<file path="src/rtl/fetch_sequencer.sv">
// Next-PC and instruction-fetch controller for the external 20-bit PC register.
// Drives PCin/select (pc_next/pc_load), fetches over req/ack and hands words
// downstream over valid/ready, with branch redirect and memory timeout handling.
module fetch_sequencer #(
    parameter int unsigned      AW       = 20,
    parameter int unsigned      IW       = 20,
    parameter logic [AW-1:0]    RESET_PC = 20'h00000,
    parameter int unsigned      TIMEOUT  = 15,
    parameter int unsigned      CW       = 4
) (
    input  logic          clk,
    input  logic          rst_n,
    input  logic          run,
    input  logic [AW-1:0] pc_cur,
    output logic [AW-1:0] pc_next,
    output logic          pc_load,
    output logic          imem_req,
    output logic [AW-1:0] imem_addr,
    input  logic          imem_ack,
    input  logic [IW-1:0] imem_rdata,
    output logic          instr_valid,
    output logic [IW-1:0] instr_out,
    output logic [AW-1:0] instr_pc,
    input  logic          instr_ready,
    input  logic          redirect_valid,
    input  logic [AW-1:0] redirect_pc,
    output logic          fetch_err
);

    localparam logic [2:0] S_BOOT  = 3'd0;
    localparam logic [2:0] S_IDLE  = 3'd1;
    localparam logic [2:0] S_FETCH = 3'd2;
    localparam logic [2:0] S_HOLD  = 3'd3;
    localparam logic [2:0] S_ADV   = 3'd4;

    localparam logic [CW-1:0] CNT_LAST = CW'(TIMEOUT - 1);

    logic [2:0]    state_q,       state_d;
    logic [AW-1:0] pc_next_q,     pc_next_d;
    logic          instr_valid_q, instr_valid_d;
    logic [IW-1:0] instr_out_q,   instr_out_d;
    logic [AW-1:0] instr_pc_q,    instr_pc_d;
    logic          fetch_err_q,   fetch_err_d;
    logic [CW-1:0] cnt_q,         cnt_d;
    logic          redir_pend_q,  redir_pend_d;
    logic [AW-1:0] redir_pc_q,    redir_pc_d;

    // State and datapath registers
    always_ff @(posedge clk or negedge rst_n) begin
        if (!rst_n) begin
            state_q       <= S_BOOT;
            pc_next_q     <= RESET_PC;
            instr_valid_q <= 1'b0;
            instr_out_q   <= '0;
            instr_pc_q    <= '0;
            fetch_err_q   <= 1'b0;
            cnt_q         <= '0;
            redir_pend_q  <= 1'b0;
            redir_pc_q    <= '0;
        end else begin
            state_q       <= state_d;
            pc_next_q     <= pc_next_d;
            instr_valid_q <= instr_valid_d;
            instr_out_q   <= instr_out_d;
            instr_pc_q    <= instr_pc_d;
            fetch_err_q   <= fetch_err_d;
            cnt_q         <= cnt_d;
            redir_pend_q  <= redir_pend_d;
            redir_pc_q    <= redir_pc_d;
        end
    end

    // Next-state and datapath update
    always_comb begin
        state_d       = state_q;
        pc_next_d     = pc_next_q;
        instr_valid_d = instr_valid_q;
        instr_out_d   = instr_out_q;
        instr_pc_d    = instr_pc_q;
        fetch_err_d   = fetch_err_q;
        cnt_d         = cnt_q;
        redir_pend_d  = redir_pend_q;
        redir_pc_d    = redir_pc_q;

        if (redirect_valid && state_q != S_BOOT) begin
            fetch_err_d = 1'b0;
        end

        case (state_q)
            S_BOOT: begin
                state_d = S_IDLE;
            end
            S_IDLE: begin
                if (redirect_valid) begin
                    pc_next_d = redirect_pc;
                    state_d   = S_ADV;
                end else if (run) begin
                    cnt_d   = '0;
                    state_d = S_FETCH;
                end
            end
            S_FETCH: begin
                if (imem_ack) begin
                    cnt_d        = '0;
                    redir_pend_d = 1'b0;
                    if (redirect_valid) begin
                        // Late redirect on the ack cycle: drop data, newest target wins
                        pc_next_d = redirect_pc;
                        state_d   = S_ADV;
                    end else if (redir_pend_q) begin
                        pc_next_d = redir_pc_q;
                        state_d   = S_ADV;
                    end else begin
                        instr_out_d   = imem_rdata;
                        instr_pc_d    = pc_cur;
                        instr_valid_d = 1'b1;
                        pc_next_d     = pc_cur + AW'(1);
                        state_d       = S_HOLD;
                    end
                end else if (cnt_q == CNT_LAST) begin
                    cnt_d        = '0;
                    redir_pend_d = 1'b0;
                    if (redirect_valid) begin
                        pc_next_d = redirect_pc;
                        state_d   = S_ADV;
                    end else begin
                        fetch_err_d = 1'b1;
                        state_d     = S_IDLE;
                    end
                end else begin
                    cnt_d = cnt_q + CW'(1);
                    if (redirect_valid) begin
                        redir_pc_d   = redirect_pc;
                        redir_pend_d = 1'b1;
                    end
                end
            end
            S_HOLD: begin
                if (redirect_valid) begin
                    instr_valid_d = 1'b0;
                    pc_next_d     = redirect_pc;
                    state_d       = S_ADV;
                end else if (instr_ready) begin
                    instr_valid_d = 1'b0;
                    state_d       = S_ADV;
                end
            end
            S_ADV: begin
                if (redirect_valid) begin
                    pc_next_d = redirect_pc;
                end else if (run) begin
                    cnt_d   = '0;
                    state_d = S_FETCH;
                end else begin
                    state_d = S_IDLE;
                end
            end
            default: begin
                state_d = S_BOOT;
            end
        endcase
    end

    // State-decoded strobes and registered outputs
    assign pc_load     = (state_q == S_BOOT) || (state_q == S_ADV);
    assign imem_req    = (state_q == S_FETCH);
    assign imem_addr   = pc_cur;
    assign pc_next     = pc_next_q;
    assign instr_valid = instr_valid_q;
    assign instr_out   = instr_out_q;
    assign instr_pc    = instr_pc_q;
    assign fetch_err   = fetch_err_q;

endmodule

</file>
<file path="config.mk">
export PLATFORM = sky130hd
export DESIGN_NAME = fetch_sequencer
export DESIGN_NICKNAME = d
export VERILOG_FILES = /design/src/rtl/fetch_sequencer.sv
export SDC_FILE = /design/constraint.sdc
export NUM_CORES = 1
export LEC_CHECK = 0
export BUFFER_PORTS_ARGS = -buffer_cell sky130_fd_sc_hd__buf_4
export CORE_AREA = 2 2 106 108
export CTS_CLUSTER_SIZE = 20
export DETAILED_ROUTE_END_ITERATION = 7
export DIE_AREA = 0 0 108 110
export PLACE_DENSITY = 0.71
export SLEW_MARGIN = 5
export SYNTH_ARGS = -nofsm -noshare
export SYNTH_HDL_FRONTEND = slang
export SYNTH_SLANG_ARGS = --single-unit
</file>
<file path="constraint.sdc">
create_clock -name clk -period 5.8 [get_ports clk]
set_input_delay 1.16 -clock clk [delete_from_list [all_inputs] [get_ports clk]]
set_output_delay 1.16 -clock clk [all_outputs]
set_load 0.05 [all_outputs]
</file>
==> run_results.csv <==
group,metric,value,unit
outcome,status,"completed",
detailed_routing,wl,12130,um
place,place_congestion,0.8198,
detailed_routing,vias,3754,
logic_synthesis,synth_top_area_cell,"dfrtp_1",
cts,clockBufferDepth,2,
sta,tns,0,ns
detailed_routing,routedWlPerCell,17.43,um
sta,min_period_over_period,0.5044,
detailed_routing,route.detailed.drc,0,
worst_setup_path,arrival,3.16,ns
logic_synthesis,postSynthAreaPerCell,10.88,um2
cts,clkTransAtPathRegs,0.09,ns
detailed_routing,routed_via_density,5.394,
power_and_ir_drop,powerDensity,544.1,mW/mm2
sta,report.final.slew_viol_count,0,
logic_synthesis,ys_seq_elements,90,
logic_synthesis,synth_most_common_cell,"dfrtp_1",
logic_synthesis,synth-edff-count,0,
sta,slew_headroom,0.2166,
cts,clkSinkCount,90,
cts,ctsResizeCount,0,
power_and_ir_drop,ir_drop,0.3166,mV
hold_path,hold_path_class,"flop to flop",
final_layout,finalInstanceArea,0.005957,mm2
cts,clk_latency,0.36,ns
worst_setup_path,crit_buf_inv,1,
floorplanning,rows,38,
floorplanning,initial_utilization,0.4404,
place,portBuffers,149,
final_layout,fillers,953,
worst_setup_path,critPathSlowestCell,"nand2_2",
global_route,grt_max_degree,91,
worst_setup_path,cp-end-kind,"flop",
logic_synthesis,async_flop_share,1.000,
worst_setup_path,cp-start-kind,"primary input",
logic_synthesis,synthesis.area,0.004711,mm2
logic_synthesis,yosys.area.top_type_share,0.4781,
flow_run,cap_violations,0,
logic_synthesis,ys_seq_area_frac,0.4781,
detailed_routing,firstDrtPassIters,4,
logic_synthesis,yosysWarnings,0,
cts,cts_hold_buf,0,
sta,setup_viol,0,
power_and_ir_drop,leakage,2.871,nW
cts,clockRootBuffer,"clkbuf_8",
floorplanning,die_w,108,um
floorplanning,num_io_pins,150,
final_layout,nNetsFinal,620,
floorplanning,coreArea,0.01070,mm2
logic_synthesis,syn_nets,502,
worst_setup_path,crit_family,"simple AND/OR/NAND/NOR gates",
global_route,grt-ovfl-total,0,
worst_setup_path,worstSetupPathType,"primary input to flop",
floorplanning,dieArea,0.01188,mm2
detailed_routing,drtAntennaViolNets,0,
cts,cts_buffers,9,
global_route,grt_util_all_layers,0.2112,
place,dp_hpwl,8699,um
final_layout,drive_above_1_share,0.4263,
logic_synthesis,synthTopCellsByCount,"dfrtp_1, mux2_2, nand2_1",
final_layout,multi_input_area,0.002140,mm2
sta,hold_viol,0,
logic_synthesis,synth_area_leaders,"dfrtp_1, mux2_2, buf_4, o21ai_0, nand2_1",
cts,cts_tree,"built",
logic_synthesis,syn_inst,433,
cts,cts_max_level,3,
sta,tightest_slew,1.171,ns
global_route,grt_pass1_wl,19450,um
place,placed_area,0.005731,mm2
final_layout,regArea,0.002252,mm2
global_route,antenna_found_initial,0,
worst_setup_path,path_cells,"buf_4, nand2b_4, nor2_2, nand2_2, mux2_2",
sta,fmax,0.3418,GHz
logic_synthesis,yosysUniqueCellTypes,58,
global_route,grt_pass1_vias,3820,
final_layout,diodes,0,
cts,postCtsSetupRepairBufs,0,
final_layout,stdcell_count,696,
sta,fin_crit,2.925,ns
logic_synthesis,ys.flop_type,"dfrtp_1",
worst_setup_path,cp.required,6.04,ns
worst_setup_path,critPathMaxFanout,48,
floorplanning,die_h,110,um
detailed_routing,drt_iter0_markers,184,
worst_setup_path,max_stage_delay,0.89,ns
sta,finClkSkew,0.008490,ns
final_layout,syn2layout_area_growth,26.45,%
place,dp.cells,680,
sta,rsz0062_at_grt,"no",
cell families (layout without fill, tap and decap cells):
logic type,after synthesis,after routing,share of synthesized area
buffers and inverters,54,177,0.06826
DFF,90,90,0.4781
and+or+nand+nor,121,121,0.1360
AOI/OAI and AO/OA,87,87,0.1275
muxes,59,59,0.1469
xor gates and xnor gates,19,19,0.03533
adders and majority gates,3,3,0.007969
report_power, final:
part	internal (mW)	total, mW	switching (mW)
Combinational	0.584	1.66	1.08
Sequential	0.876	1.09	0.217
Clock	0.255	0.487	0.232
sequential cells by signal, indices dropped and copies added (netlist names):
name,count
instr_valid,1
redir_pend_q,1
instr_out,20
cnt_q,4
instr_pc,20
fetch_err,1
redir_pc_q,20
state_q,3
pc_next,20
worst min-delay path, delay by kind of cell (launching register included):
kind	cells	cell delay, ns
flip-flops	1	0.35
AO/OA/AOI/OAI	1	0.06
AND/OR/NAND/NOR	1	0.05
path summary, 6_finish.rpt:
kind,start,endpoint,slack [ns],cells after the start
max reg2reg,redir_pend_q$_DFFE_PN0P_,instr_pc[0]$_DFFE_PN0P_,3.08,3
min in group asynchronous,rst_n,pc_next[18]$_DFFE_PN0P_,1.02,1
min reg2reg,instr_pc[15]$_DFFE_PN0P_,instr_pc[15]$_DFFE_PN0P_,0.50,2
max,redirect_valid,instr_pc[0]$_DFFE_PN0P_,2.87,5
max in group asynchronous,rst_n,instr_out[1]$_DFFE_PN0P_,4.06,1
min,instr_pc[15]$_DFFE_PN0P_,instr_pc[15]$_DFFE_PN0P_,0.50,2
layer usage:
metal | GRT usage | share of wire | vias up
met1 | 0.2807 | 0.44 | 1836
li1 | - | - | 1762
met4 | 0.05495 | 0.0069 | 0
met3 | 0.04644 | 0.077 | 6
met2 | 0.3527 | 0.48 | 150
met5 | 0 | 0 | -
cell type report:
| cell class | count | share of cell area |
|---|---|---|
| sequential | 90 | 0.3781 |
| multi-input combinational | 289 | 0.3592 |
| timing repair buffer | 149 | 0.1878 |
| tap | 140 | 0.02941 |
| clock buffer | 10 | 0.02310 |
| clock inverter | 6 | 0.01491 |
| inverter | 12 | 0.007561 |
stage by stage:
step	hold WS (ns)	worst slack [ns]	util	total power, mW
2_1_floorplan	0.4701	3.310	-	2.260
3_3_place_gp	0.4670	2.562	0.5357	2.729
3_5_place_dp	0.4740	2.528	0.5357	2.772
4_1_cts	0.5029	2.905	0.5568	3.263
5_1_grt	0.5172	2.761	0.5568	3.419
6_report	0.5005	2.875	0.5568	3.241
placed cells by master (no fill, tap or decap), drive strengths merged, types with 3 or more instances in the layout:
master	n
o211ai	5
buf	149
a22o	5
a22oi	4
nand4	6
nand3	12
clkbuf	10
nor4	5
ha	3
inv	13
nor2	27
o22ai	3
o32ai	3
nor3	10
mux2	57
nand3b	5
nor2b	3
xor2	13
xnor2	6
and3	6
nand2b	5
a21oi	13
dfrtp	90
o21ai	29
a31oi	6
nor3b	3
nand2	36
a21o	4
No activity file was read; power rests on OpenSTA's default activity.
